## src/rtl/smm1_pkg.sv

```systemverilog
// Shared constants and issue-FSM encoding for the SMM1 operand loader slice.
// Element indices follow the row/column naming of the 2x2 operands.
package smm1_pkg;

    localparam int SMM1_ELEMS = 4;
    localparam int SMM1_BEATS = 8;

    localparam int IDX_00 = 0;
    localparam int IDX_01 = 1;
    localparam int IDX_10 = 2;
    localparam int IDX_11 = 3;

    typedef enum logic [1:0] {
        ISSUE_IDLE = 2'd0,
        ISSUE_REQ  = 2'd1,
        ISSUE_BUSY = 2'd2
    } issue_state_t;

endpackage

```

## src/rtl/smm1_operand_loader_if.sv

```systemverilog
// Stream, controller-handshake and operand signals between the loader and its neighbours.
// The loader is the slave; the upstream feeder/controller side uses master.
interface smm1_operand_loader_if #(parameter int DW = 8);
    import smm1_pkg::*;

    logic                       in_valid;
    logic                       in_ready;
    logic [DW-1:0]              in_data;
    logic                       in_last;
    logic                       load_ts;
    logic                       write_out;
    logic                       load;
    logic [SMM1_ELEMS*DW-1:0]   a_flat;
    logic [SMM1_ELEMS*DW-1:0]   b_flat;
    logic                       busy;
    logic                       err;

    modport slave (
        input  in_valid, in_data, in_last, load_ts, write_out,
        output in_ready, load, a_flat, b_flat, busy, err
    );

    modport master (
        output in_valid, in_data, in_last, load_ts, write_out,
        input  in_ready, load, a_flat, b_flat, busy, err
    );

endinterface

```

## src/rtl/smm1_operand_bank.sv

```systemverilog
// One operand bank: eight DW-bit elements written by beat index, read in parallel.
// Beats 0..3 form A and beats 4..7 form B, each packed with element 00 in the low bits.
module smm1_operand_bank
    import smm1_pkg::*;
#(
    parameter int DW = 8
) (
    input  logic                     clk,
    input  logic                     clr,
    input  logic                     we,
    input  logic [2:0]               idx,
    input  logic [DW-1:0]            wdata,
    output logic [SMM1_ELEMS*DW-1:0] a_flat,
    output logic [SMM1_ELEMS*DW-1:0] b_flat
);

    logic [DW-1:0] mem [SMM1_BEATS];

    always_ff @(posedge clk) begin
        if (clr) begin
            for (int i = 0; i < SMM1_BEATS; i++) begin
                mem[i] <= '0;
            end
        end else if (we) begin
            mem[idx] <= wdata;
        end
    end

    assign a_flat = {mem[IDX_11], mem[IDX_10], mem[IDX_01], mem[IDX_00]};
    assign b_flat = {mem[SMM1_ELEMS + IDX_11], mem[SMM1_ELEMS + IDX_10],
                     mem[SMM1_ELEMS + IDX_01], mem[SMM1_ELEMS + IDX_00]};

endmodule

```

## src/rtl/smm1_operand_loader.sv

```systemverilog
// Ping-pong operand loader: fills one bank from the element stream while the other
// bank is held stable for the SMM1 controller between load and write_out.
module smm1_operand_loader
    import smm1_pkg::*;
#(
    parameter int DW = 8
) (
    input logic                  clk,
    input logic                  rst,
    smm1_operand_loader_if.slave bus
);

    issue_state_t state, state_next;
    logic [1:0]   full, full_next, filled;
    logic         wr_bank, rd_bank;
    logic [2:0]   beat;
    logic         load_q, busy_q, err_q;
    logic         accept, early_last, complete, retire;
    logic [1:0]   bank_we, bank_clr;
    logic [SMM1_ELEMS*DW-1:0] bank_a [2];
    logic [SMM1_ELEMS*DW-1:0] bank_b [2];

    assign bus.in_ready = !rst & !full[wr_bank];
    assign accept       = bus.in_valid & bus.in_ready;
    assign early_last   = accept & bus.in_last & (beat != 3'd7);
    assign complete     = accept & (beat == 3'd7);
    assign retire       = (state == ISSUE_BUSY) & bus.write_out;

    // Issue decisions look at banks completing on this same edge so load follows the last beat directly.
    always_comb begin
        filled     = full | (complete ? (2'b01 << wr_bank) : 2'b00);
        full_next  = filled;
        if (retire) begin
            full_next[rd_bank] = 1'b0;
        end
        state_next = state;
        case (state)
            ISSUE_IDLE: if (filled[rd_bank]) state_next = ISSUE_REQ;
            ISSUE_REQ:  if (bus.load_ts) state_next = ISSUE_BUSY;
            ISSUE_BUSY: if (bus.write_out) state_next = filled[~rd_bank] ? ISSUE_REQ : ISSUE_IDLE;
            default:    state_next = ISSUE_IDLE;
        endcase
    end

    always_ff @(posedge clk) begin
        if (rst) begin
            state   <= ISSUE_IDLE;
            full    <= 2'b00;
            wr_bank <= 1'b0;
            rd_bank <= 1'b0;
            beat    <= 3'd0;
            load_q  <= 1'b0;
            busy_q  <= 1'b0;
            err_q   <= 1'b0;
        end else begin
            state  <= state_next;
            full   <= full_next;
            load_q <= (state_next == ISSUE_REQ);
            busy_q <= (state_next != ISSUE_IDLE);
            if (retire) begin
                rd_bank <= ~rd_bank;
            end
            if (complete) begin
                wr_bank <= ~wr_bank;
                beat    <= 3'd0;
            end else if (early_last) begin
                beat    <= 3'd0;
            end else if (accept) begin
                beat    <= beat + 3'd1;
            end
            if (early_last | (complete & ~bus.in_last)) begin
                err_q <= 1'b1;
            end
        end
    end

    // A frame cut short by in_last is wiped so stale partial data never lingers in the bank.
    always_comb begin
        bank_we           = 2'b00;
        bank_clr          = 2'b00;
        bank_we[wr_bank]  = accept & ~early_last;
        bank_clr[wr_bank] = early_last;
        if (rst) begin
            bank_clr = 2'b11;
        end
    end

    for (genvar g = 0; g < 2; g++) begin : g_bank
        smm1_operand_bank #(.DW(DW)) u_bank (
            .clk    (clk),
            .clr    (bank_clr[g]),
            .we     (bank_we[g]),
            .idx    (beat),
            .wdata  (bus.in_data),
            .a_flat (bank_a[g]),
            .b_flat (bank_b[g])
        );
    end

    assign bus.a_flat = bank_a[rd_bank];
    assign bus.b_flat = bank_b[rd_bank];
    assign bus.load   = load_q;
    assign bus.busy   = busy_q;
    assign bus.err    = err_q;

endmodule

```

## src/flat_wrapper.sv

```systemverilog
// flat-port wrapper written by rule: the top's interface ports become plain ports
module smm1_operand_loader_flat import smm1_pkg::*;
#(
    parameter int DW = 8
)
  (clk, rst, bus_in_valid, bus_in_data, bus_in_last, bus_load_ts, bus_write_out, bus_in_ready, bus_load, bus_a_flat, bus_b_flat, bus_busy, bus_err);
  smm1_operand_loader_if #(.DW(DW)) bus_i ();
  input logic clk;
  input logic rst;
  input wire logic [$bits(bus_i.in_valid)-1:0] bus_in_valid;
  input wire logic [$bits(bus_i.in_data)-1:0] bus_in_data;
  input wire logic [$bits(bus_i.in_last)-1:0] bus_in_last;
  input wire logic [$bits(bus_i.load_ts)-1:0] bus_load_ts;
  input wire logic [$bits(bus_i.write_out)-1:0] bus_write_out;
  output wire logic [$bits(bus_i.in_ready)-1:0] bus_in_ready;
  output wire logic [$bits(bus_i.load)-1:0] bus_load;
  output wire logic [$bits(bus_i.a_flat)-1:0] bus_a_flat;
  output wire logic [$bits(bus_i.b_flat)-1:0] bus_b_flat;
  output wire logic [$bits(bus_i.busy)-1:0] bus_busy;
  output wire logic [$bits(bus_i.err)-1:0] bus_err;
  assign bus_i.in_valid = bus_in_valid;
  assign bus_i.in_data = bus_in_data;
  assign bus_i.in_last = bus_in_last;
  assign bus_i.load_ts = bus_load_ts;
  assign bus_i.write_out = bus_write_out;
  assign bus_in_ready = bus_i.in_ready;
  assign bus_load = bus_i.load;
  assign bus_a_flat = bus_i.a_flat;
  assign bus_b_flat = bus_i.b_flat;
  assign bus_busy = bus_i.busy;
  assign bus_err = bus_i.err;
  smm1_operand_loader #(.DW(DW)) u_core (.clk(clk), .rst(rst), .bus(bus_i));
endmodule
```

## config.mk

```make
export PLATFORM = sky130hd
export DESIGN_NAME = smm1_operand_loader_flat
export DESIGN_NICKNAME = d
export VERILOG_FILES = /design/src/rtl/smm1_pkg.sv /design/src/rtl/smm1_operand_loader_if.sv /design/src/rtl/smm1_operand_bank.sv /design/src/rtl/smm1_operand_loader.sv /design/src/flat_wrapper.sv
export SDC_FILE = /design/constraint.sdc
export NUM_CORES = 1
export LEC_CHECK = 0
export ABC_AREA = 1
export CAP_MARGIN = 20
export CORE_ASPECT_RATIO = 0.75
export CORE_MARGIN = 4
export CORE_UTILIZATION = 47
export CTS_CLUSTER_SIZE = 25
export DETAILED_ROUTE_END_ITERATION = 8
export GPL_TIMING_DRIVEN = 0
export PLACE_DENSITY = 0.7
export SYNTH_ARGS = -nofsm -noshare
export SYNTH_HDL_FRONTEND = slang
export SYNTH_SLANG_ARGS = --single-unit
```

## constraint.sdc

```tcl
create_clock -name clk -period 2.2 [get_ports clk]
set_input_delay 0.33 -clock clk [delete_from_list [all_inputs] [get_ports clk]]
set_output_delay 0.33 -clock clk [all_outputs]
set_load 0.01 [all_outputs]
```

* Yosys cells after proc, flatten, opt, wreduce, memory -nomap -nowiden
Memory sizes are Yosys's and may differ from the RTL's.
Index checks and enable logic that the tools add are counted.
** Storage, ports and cells
- Bits of input ports :: 14
- Bits in writable memories :: 128
- Output and inout bits :: 68
- Register bits after elaboration :: 12
- Memories :: 2
- Logic and storage cells :: 91
** Operators by class
- Multiplexer cells :: 40
- Reduce and logical (&&, ||, !) cells :: 9
- Magnitude comparators :: 6
- Bitwise logic cells :: 19
- Equal/unequal tests :: 5
- $add $sub $neg :: 1
- Shift-type cells :: 1
** Memory list
- u_core.g_bank[0].u_bank.mem :: depth 8, width 8, read ports 8, clocked after memory_dff 0, wr ports 8, line smm1_operand_bank.sv:17 : logic [DW-1:0] mem [SMM1_BEATS];
- u_core.g_bank[1].u_bank.mem :: depth 8, width 8, read ports 8, clocked after memory_dff 0, wr ports 8, line smm1_operand_bank.sv:17
** Operators with widths (count)
- 32-bit two-way mux :: 6
- 1-bit two-way mux :: 21
- 8-bit two-way mux :: 2
- 8-bit OR reduction :: 2
- 2-bit two-way mux :: 6
- 1-bit AND :: 8
- 2-bit AND :: 3
- 1-bit by 2-bit < comparator with 1-bit output (second input constant) :: 3
- 3-bit two-way mux :: 2
- 2-bit one-hot mux with 3 select lines :: 1
- 2-bit by 1-bit == test with 1-bit output (second input constant) :: 2
- 1-bit NOT :: 4
- 3-bit by 1-bit adder with 3-bit output (second input constant) :: 1
- 3-bit == test (second input constant) :: 1
- 3-bit inequality test (second input constant) :: 1
- 3-bit OR reduction :: 1
- 1-bit demux with 1-bit select :: 2
- 2-bit == test (second input constant) :: 1
- 1-bit >= comparator (second input constant) :: 2
- 2-bit >= comparator (second input constant) :: 1
- 1-bit logical AND :: 2
- 1-bit zero test :: 2
- 2-bit zero test :: 1
- 1-bit NOT with 2-bit output :: 1
- other kinds (5) :: 5

* Logic depth before layout (Yosys ltp)
- Depth after elaboration :: 15
- Gate-level depth with buffers :: 10
- Gate-level depth less buffers :: 9

* Cells and area by module
A second synthesis with hierarchy kept.
** Unflattened totals
- Cell total of the unflattened synthesis :: 617
- Area total of the unflattened synthesis :: 6357.3 µm²
** By module, submodules not included
- smm1_operand_bank :: area each 2491.1 µm², cells each 166, sequential area each 1921.8 µm², times used 2
- smm1_operand_loader :: area each 1375.1 µm², cells each 285, sequential area each 240.2 µm², times used 1

* Least setup slack after synthesis
OpenSTA, ideal clock, no wires.
- Kind :: register to register
- Start :: reg u_core.wr_bank
- End :: mem u_core.g_bank[0].u_bank.mem[0][0] (enable)
- Buffers on the path :: 1
- Required time :: 1.871 ns
- Stages on the path, launching flop included :: 9
- Data arrival time :: 1.685 ns
- Period minus slack after synthesis :: 2.014 ns
- Library setup time :: 0.329 ns
- Setup slack :: 0.186 ns
- Cell sequence :: dfxtp_1 > clkbuf_2 > nand2_1 > nand2_1 > nor2_2 > nand2_2 > nor3_4 > nand2_2 > nand2_1
** RTL lines
- from (decl) :: line smm1_operand_loader.sv:15 : logic wr_bank, rd_bank;
- from (signal assigned) :: line smm1_operand_loader.sv:64 : wr_bank <= ~wr_bank;
- to (decl) :: line smm1_operand_bank.sv:17

* Worst setup path after layout
- Start :: reg u_core.rd_bank
- End :: out bus_b_flat[26]
** Between the ends
- Longest elaborated chain between the ends :: 4
** RTL lines
- from (decl) :: line smm1_operand_loader.sv:15
- from (signal assigned) :: line smm1_operand_loader.sv:61 : rd_bank <= ~rd_bank;
- 1-bit NOT with 2-bit output (implied by the code) :: line smm1_operand_loader.sv:101 : assign bus.b_flat = bank_b[rd_bank];
- 32-bit two-way mux (implied by the code) (3 in series) :: line smm1_operand_loader.sv:101
- to (decl) :: line flat_wrapper.sv:18 : output wire logic [$bits(bus_i.b_flat)-1:0] bus_b_flat;
Every way passes these cells. The select of a mux whose other input is x is not followed.

==> results.cfg <==
[floorplan]
pin_count = 82
die_area_um2 = 14500
fp.dieH_um = 105
design.core.area_um2 = 12300
core.rowCount = 35
die_w_um = 138
floorplan.initialDensity = 0.482

[final_layout]
multi_input_area_um2 = 1860
final_util = 0.653
seq_area_um2 = 4090
area_growth_pct = 35.4
nets = 726
fill_cells = 908
drive_gt1_frac = 0.127
antenna_cells = 0
final_common_cell = nand2_1
final_cell_mix = nand2_1 (215), nor2_1 (132), edfxtp_1 (128)

[timing]
finalMaxSlewViolations = 0
finalCriticalPeriod_ns = 2.18
setup_violations = 0
clock.fmax_mhz = 458
period_share = 0.993
worst_slew_pin_slew_ns = 0.784
slew_headroom = 0.477
worst_slack_ns = 0.0161
fin_skew_ns = 0.00610
hold_viol = 0
rsz0062_at_grt = yes
fin_setup_tns_ns = 0

[clock_tree]
cts_root_buf = clkbuf_16
clock_latency_ns = 0.42
cts_tree = built
cts_sinks = 140
numCtsBuffers = 17
cts_max_level = 4
path_clk_slew_ns = 0.06
clk_path_buf_depth = 2

[logic_synthesis]
synth-simple-area-share = 0.265
yosysUniqueCellTypes = 19
synth-xor-area-share = 0
ys.flop_type = edfxtp_1
yosysSeqAreaShare = 0.688
synth_seq_cells = 140
ys_warn_count = 0
synth_top_family_by_area = simple AND/OR/NAND/NOR gates
synth_edf_count = 128
synthCells = 604
synthAdderAreaFrac = 0.00422
synth_compound_area_frac = 0.0101
synth_mux_area_frac = 0
synth.avg_cell_area_um2 = 9.83
synth_area_um2 = 5930
synthArstFlopShare = 0
synth_fp_nets = 620

[run]
drv_cap = 0

[grt]
gr-usage-all-layers = 0.218
gr-total-overflow = 0
grt_pass1_wl_mm = 23.8
grt_max_degree = 17
antenna_found_initial = 0
grt_pass1_vias = 4592

[route]
dr.first_iter.drc_count = 415
postRouteAntennaNets = 0
firstDrtPassIters = 6
routed_wl_mm = 15.1
wl_per_cell_um = 16.9
num_vias = 4604
route.detailed.drc = 0
vias_per_cell = 5.18

[worst_setup_path]
path_class = reg2out
worst_ep_arrival_time_ns = 1.85
crit_fanout = 10
worstSetupEndpointType = output pin
worstPathRequired_ns = 1.87
start_kind = flop

[power]
p_per_area_nw_per_um2 = 800
finalPower_uw = 6430
p_leak_uw = 0.00384
ir_drop_uv = 579

[run_status]
outcome = complete, no violations

[min_path]
min_path_type = in2reg

[place]
globalplace.congestion = 0.820
pre_cts_slack_ns = -0.834
portBuffers = 81
dp_hpwl_mm = 9.84
routing by layer:
| layer | up-vias | global-route usage | wire [um] |
|---|---|---|---|
| li1 | 2174 | - | - |
| met1 | 2170 | 0.294 | 6290 |
| met2 | 222 | 0.331 | 7010 |
| met3 | 38 | 0.0577 | 1380 |
| met4 | 0 | 0.0980 | 377 |
| met5 | - | 0 | 0 |
final cells by class:
class	instances	area share
Clock buffer	18	0.0534
Multi-Input combinational cell	413	0.232
Timing Repair Buffer	87	0.120
Clock inverter	14	0.0219
Buffer	24	0.0258
Tap cell	166	0.0258
Inverter	27	0.0126
Sequential cell	140	0.509
cell usage after synthesis, types with 2 or more instances:
cell type	count	area (um^2)
nand4_1	2	12.5
nand3_1	12	60.1
buf_1	7	26.3
nand2_1	231	867
nor2_2	3	18.8
dfxtp_1	12	240
edfxtp_1	128	3840
inv_1	26	97.6
nor2_1	132	495
nor3_1	8	40.0
nand2_2	9	56.3
clkbuf_1	16	60.1
ha_1	2	25.0
a21oi_1	8	40.0
o21ai_0	4	20.0
worst paths after layout:
kind / from / slack (ns) / depth (start not counted) / end
setup / recovery: u_core.rd_bank / 0.02 / 5 / bus_b_flat[26]
hold / removal: rst / 0.40 / 2 / u_core.bus.err
hold reg to reg: u_core.full[1] / 0.48 / 2 / u_core.full[1]
setup reg to reg: u_core.beat[0] / 0.08 / 9 / u_core.g_bank[1].u_bank.mem[0][7]
worst max-delay path: stages, from the launching register on:
cell and delay (ns):
dfxtp_2 0.36, clkbuf_8 0.20, buf_4 0.19, nand2_1 0.07, nand2_1 0.07, clkdlybuf4s50_1 0.54
metrics by stage:
stage | hold slack (ns) | instance area (um^2) | std cells
after floorplan | 0.402 | 5930 | 604
after global placement | 0.462 | 6950 | 851
after detailed placement | 0.469 | 6950 | 851
after CTS | 0.384 | 7860 | 888
after global routing | 0.418 | 8040 | 889
final | 0.401 | 8040 | 889
registers in the layout, summed over array words and instances, names as in the netlist:
signal                    cells
u_core.g_bank.u_bank.mem    128
u_core.wr_bank                1
u_core.rd_bank                1
u_core.full                   2
u_core.bus.err                1
u_core.bus.busy               1
u_core.bus.load               1
u_core.state                  2
u_core.beat                   3
cells by family (layout without fill, tap and decap cells):
logic type,after synthesis,after routing
AOI/OAI and AO/OA,12,12
buffers and inverters,51,170
and+or+nand+nor,399,399
adders and majority gates,2,2
DFF,140,140
report_power, final:
group          switching [uW]  leakage [uW]  internal (uW)
Clock                    1060      0.000286           1870
Sequential               36.5       0.00143           3010
Combinational             277       0.00212            176
Total                    1370       0.00384           5060
what timing repair did:
item / CTS / global route
resized for setup: 94 / 51
setup buffers: 5 / 1
setup endpoints to repair: 194 / 173
hold buffers: 0 / 0
pin swaps: 3 / 5
hold endpoints to repair: 0 / 0
Power figures use the tool's default switching activity.
==> patch 1, RTL diff (same settings) <==
The 3 states of `issue_state_t` get a one-hot encoding in 3 bits.
--- a/src/rtl/smm1_pkg.sv
+++ b/src/rtl/smm1_pkg.sv
@@ -11,8 +11,8 @@
     localparam int IDX_11 = 3;
 
-    typedef enum logic [1:0] {
-        ISSUE_IDLE = 2'd0,
-        ISSUE_REQ  = 2'd1,
-        ISSUE_BUSY = 2'd2
+    typedef enum logic [2:0] {
+        ISSUE_IDLE = 3'b001,
+        ISSUE_REQ  = 3'b010,
+        ISSUE_BUSY = 3'b100
     } issue_state_t;
 
Check against the original RTL: same outputs for any inputs over 10 cycles, from zero or initial values and one cycle with rst high; not proved beyond that.
==> patch 1 against the original RTL <==
- clock power grew 5%
- cell area grew 0.87%
- sequential cell count grew 1
- count of clock-buffer cells in the layout grew 2
- critical path depth grew 4
- utilization grew 0.10 points
- synthesized cell count grew 0.50%
- worst setup slack gained 0.029 ns
- synthesized area grew 1.2%
- total power grew 2.3%
- routed wire length grew 1.9%
- first-iteration DRC count shrank 23%
==> patch 1: results (changes against the original RTL) <==
num-nets-final: 732  # +0.83%
antenna_cells: 0  # unchanged
synth_ff_type: "edfxtp_1"
holdPathEnd: "u_core.state[1]"
hp-start: "rst"
ir_drop_mv: 0.644  # +11%
synth_common_cells: "nand2_1, nor2_1, edfxtp_1"
hpwl_microns: 9890  # +0.56%
cp_slowest_cell: "dfxtp_2"
grt_max_degree: 17  # unchanged
clock_path_buffers: 2  # unchanged
synth_top_area_share_pct: 64.0  # -0.78 points
drive_above_1_share_pct: 13.3  # +0.58 points
drt_pass1_iterations: 5  # -1
cts_root_buffer: "clkbuf_16"
yosysSeqAreaShare_pct: 68.3  # -0.50 points
grt_pass1_wl_microns: 23600  # -0.73%
num-fill-cells: 934  # +2.9%
tightest_slew_ns: 0.761  # -0.0234 ns
route.vias.total: 4584  # -0.43%
portBuffers: 80  # -1.2%
rr_endpoint: "u_core.g_bank[0].u_bank.mem[5][1]"
reg2reg_from: "u_core.beat[0]"
htree_num_levels: 4  # unchanged
clkTransAtPathRegs_ns: 0.06  # about the same
cp_max_fo: 9  # -1
routed_wl_microns: 15300  # +1.9%
synth_fp_nets: 623  # +0.48%
clk_latency_ns: 0.42  # about the same
initialDrtViolationCount: 320  # -23%
grt_usage_pct: 21.1  # -0.70 points
gp_congestion: 0.835  # +1.7%
leakagePower_uw: 0.00382  # -0.28%
synth_area_leaders: "edfxtp_1, nand2_1, nor2_1"
finClkSkew_ns: 0.00712  # +0.00102 ns
max_stage_delay_ns: 0.40  # -0.14 ns
whs_path_depth: 2  # unchanged
reg_top3: "u_core.g_bank.u_bank.mem: 128 flops, u_core.beat: 3 flops, u_core.state: 3 flops"
synth.distinct_cells: 22  # +3
internal_power_uw: 5200  # +2.8%
antenna_found_initial: 0  # unchanged
synth_edf_count: 128  # unchanged
cts_buffers: 17  # unchanged
reg2reg_depth: 9  # unchanged
status: "completed"
hp-class: "in -> reg"
place_area_sq_um: 7020  # +0.90%
ys_warn_count: 0  # unchanged
rrSetupSlack_ns: 0.05  # -0.03 ns
cpLargestDelayFamily: "simple AND/OR/NAND/NOR gates"
synthArstFlopShare_pct: 0  # unchanged
==> patch 1: cell types whose count changed after synthesis, sizes merged, moves of 2 or more <==
cell	delta
nor2	+5
buf	-4
clkbuf	+4
nand2	-4
nor3	+4
o21ai	-3
inv	-2
==> patch 1: kinds of logic after synthesis <==
| logic type | Yosys count | synth area share (%) |
|---|---|---|
| AND/OR/NAND/NOR | 403 | 27.0 |
| AO/OA/AOI/OAI | 10 | 0.916 |
| XOR/XNOR | 1 | 0.146 |
| flip-flops | 141 | 68.3 |
| buffers and inverters | 50 | 3.17 |
| adder cells (fa/ha/maj) | 2 | 0.417 |
==> patch 1: per-layer routing <==
metal  vias to the layer above  wire (microns)  global-route usage [%]
li1                       2188               -                       -
met1                      2171            6540                    29.1
met2                       210            7230                    33.1
met3                        15            1400                    5.31
met4                         0             159                    6.77
met5                         -               0                       0
==> patch 1: final cells by class <==
class	instances	area, sq um	area share, %
buffer	24	229	2.82
clock buffer	20	437	5.39
clock inverter	12	194	2.39
inverter	26	103	1.27
multi-input combinational	416	1860	23.0
sequential	141	4110	50.7
tap	166	208	2.56
timing repair buffer	90	965	11.9
==> patch 1: worst max path at each step <==
stage / cells after the start / endpoint / start
final: 9 / u_core.g_bank[0].u_bank.mem[5][1] / u_core.beat[0]
after global routing: 9 / u_core.g_bank[0].u_bank.mem[6][0] / u_core.beat[0]
after CTS: 6 / bus_a_flat[15] / u_core.rd_bank
after detailed placement: 5 / u_core.g_bank[1].u_bank.mem[4][3] / bus_in_valid
after global placement: 5 / u_core.g_bank[1].u_bank.mem[7][5] / bus_in_valid
after floorplan: 8 / u_core.g_bank[0].u_bank.mem[0][0] / rst
==> patch 1: power by group through the flow <==
stage / combinational (uW) / sequential, uW / clock, uW
3_5_place_dp: 429 / 3110 / 0
4_1_cts: 454 / 3060 / 3080
3_3_place_gp: 423 / 3110 / 0
6_report: 452 / 3060 / 3070
5_1_grt: 488 / 3060 / 3200
2_1_floorplan: 195 / 3100 / 0
==> patch 1: stage by stage <==
stage | hold WS [ns] | setup WS (ns) | utilization [%] | instances | total power (uW)
6_report | 0.234 | 0.0451 | 65.4 | 895 | 6580
3_5_place_dp | 0.490 | -0.658 | 56.6 | 853 | 3540
4_1_cts | 0.227 | 0.000985 | 64.4 | 893 | 6590
2_1_floorplan | 0.467 | 0.0741 | - | 607 | 3300
3_3_place_gp | 0.469 | -0.611 | 56.6 | 853 | 3530
5_1_grt | 0.233 | -0.0288 | 65.4 | 895 | 6760
==> patch 1: what timing repair did <==
item                       CTS  global route
gates cloned                 0             0
pin swaps                    6             4
resized for setup           95            39
setup endpoints to repair  198           283
setup buffers                8             2
==> patch 2, RTL diff (same settings) <==
Made on the original files. `DW` is set to 8 in 4 places; all go to 6.
--- a/src/rtl/smm1_operand_loader_if.sv
+++ b/src/rtl/smm1_operand_loader_if.sv
@@ -1,5 +1,5 @@
 // Stream, controller-handshake and operand signals between the loader and its neighbours.
 // The loader is the slave; the upstream feeder/controller side uses master.
-interface smm1_operand_loader_if #(parameter int DW = 8);
+interface smm1_operand_loader_if #(parameter int DW = 6);
     import smm1_pkg::*;
 
--- a/src/rtl/smm1_operand_bank.sv
+++ b/src/rtl/smm1_operand_bank.sv
@@ -4,5 +4,5 @@
     import smm1_pkg::*;
 #(
-    parameter int DW = 8
+    parameter int DW = 6
 ) (
     input  logic                     clk,
--- a/src/rtl/smm1_operand_loader.sv
+++ b/src/rtl/smm1_operand_loader.sv
@@ -4,5 +4,5 @@
     import smm1_pkg::*;
 #(
-    parameter int DW = 8
+    parameter int DW = 6
 ) (
     input logic                  clk,
--- a/src/flat_wrapper.sv
+++ b/src/flat_wrapper.sv
@@ -2,5 +2,5 @@
 module smm1_operand_loader_flat import smm1_pkg::*;
 #(
-    parameter int DW = 8
+    parameter int DW = 6
 )
   (clk, rst, bus_in_valid, bus_in_data, bus_in_last, bus_load_ts, bus_write_out, bus_in_ready, bus_load, bus_a_flat, bus_b_flat, bus_busy, bus_err);
Interface: changed (resized bus_a_flat, bus_b_flat and bus_in_data); port bits go from 82 to 64. No check against the original RTL was run, so the function may have changed too.
==> patch 2 against the original RTL <==
- synthesized cell count is 20% lower
- count of clock-buffer cells in the layout shrank 9
- cell area fell by 26%
- worst setup slack improved by 0.063 ns
- sequential cell count decreased by 32
- synthesized area shrank 21%
- combinational power down 20%
- final cell count is 22% lower
- routed wire length shrank 28%
- non-clock buffer count shrank 28
- total power is 32% lower
==> patch 2: results (changes against the original RTL) <==
rrSetupSlack_ns: 0.16  # +0.08 ns
rr_endpoint: "u_core.g_bank[0].u_bank.mem[3][2]"
portBuffers: 63  # -22%
cts_buffers: 9  # -8
synth_common_cells: "nand2_1, nor2_1, edfxtp_1"
drive_above_1_share_pct: 11.5  # -1.2 points
synth.distinct_cells: 22  # +3
finClkSkew_ns: 0.00487  # -0.00123 ns
holdPathEnd: "u_core.bus.err"
synth_compound_area_share_pct: 1.29  # +0.27 points
leakagePower_uw: 0.00252  # -34%
synth_fa_ha_area_share_pct: 0.536  # +0.11 points
drt_pass1_iterations: 7  # +1
gp_congestion: 0.792  # -3.4%
whs_ns: 0.363  # -0.0378 ns
status: "completed"
antenna_found_initial: 0  # unchanged
grt_pass1_vias: 3414  # -26%
synth_fp_nets: 497  # -20%
num-nets-final: 573  # -21%
synth_edf_count: 96  # -25%
avgSynthCellArea_sq_um: 9.66  # -1.7%
viasPerCell: 5.02  # -3.1%
clk_latency_ns: 0.34  # -0.08 ns
grt_usage_pct: 20.1  # -1.7 points
route.vias.total: 3488  # -24%
reg_top3: "u_core.g_bank.u_bank.mem: 96 flops, u_core.beat: 3 flops"
tightest_slew_ns: 0.723  # -0.0616 ns
routed_wl_microns: 10800  # -28%
clkTransAtPathRegs_ns: 0.06  # about the same
reg2reg_from: "u_core.beat[1]"
critPathArrivalTime_ns: 1.79  # -0.06 ns
htree_num_levels: 3  # -1
ir_drop_mv: 0.480  # -17%
place_area_sq_um: 5460  # -21%
-- patch 2: area by class of cell --
cell class                 count  area [sq um]
multi-input combinational    333          1470
sequential                   108          3130
buffer                        16           101
inverter                      24          92.6
timing repair buffer          67           703
clock inverter                 6          80.1
tap                          132           165
clock buffer                   9           225
fill                         792          3690
-- patch 2: timing repair --
| action | in CTS | in global routing |
|---|---|---|
| pin swaps | 0 | 3 |
| resized for setup | 33 | 19 |
| setup endpoints to repair | 144 | 126 |
| buffers inserted | 0 | 4 |
-- patch 2: power by group --
| part | internal (uW) | total (uW) | switching, uW |
|---|---|---|---|
| Clock | 980 | 1650 | 669 |
| Sequential | 2310 | 2330 | 23.7 |
| Combinational | 155 | 361 | 206 |
| Total | 3440 | 4340 | 898 |
-- patch 2: through the flow --
stage                     power, uW  worst slack, ns  TNS, ns
after floorplan                2530            0.337        0
after global placement         2700           -0.705   -65.40
after detailed placement       2710           -0.754   -72.65
after CTS                      4350          -0.0869    -3.41
after global routing           4500          0.00569        0
final                          4340           0.0791        0
-- patch 2: worst reg2reg max path: stages, from the launching register on --
cell,delay (ns)
dfxtp_2,0.39
ha_1,0.18
ha_1,0.23
inv_1,0.06
nand2_1,0.10
nor2_4,0.08
nor3_4,0.20
buf_12,0.15
nand2_1,0.16
nand2_2,0.20
-- patch 2: worst max-delay path by stage --
stage	endpoint	slack, ns	cells past startpoint
finish	bus_a_flat[13]	0.08	5
global route	bus_a_flat[15]	0.006	5
CTS	u_core.g_bank[1].u_bank.mem[5][0]	-0.09	8
detailed placement	u_core.g_bank[0].u_bank.mem[2][3]	-0.75	8
global placement	u_core.g_bank[0].u_bank.mem[2][3]	-0.71	8
floorplan	u_core.g_bank[1].u_bank.mem[0][0]	0.34	8
-- patch 2: cells by family after synthesis --
family,after synthesis
compound gates,12
flops,108
buf+inv,42
fa+ha+maj,2
simple gates,319
-- patch 2: layer usage --
layer | part of all wire, % | routed length, microns | up-vias | track usage [%]
met3 | 8.6 | 930 | 9 | 4.70
met4 | 1.1 | 119 | 0 | 5.44
met5 | 0 | 0 | - | 0
met2 | 50 | 5420 | 119 | 33.6
li1 | - | - | 1715 | -
met1 | 40 | 4320 | 1645 | 26.4
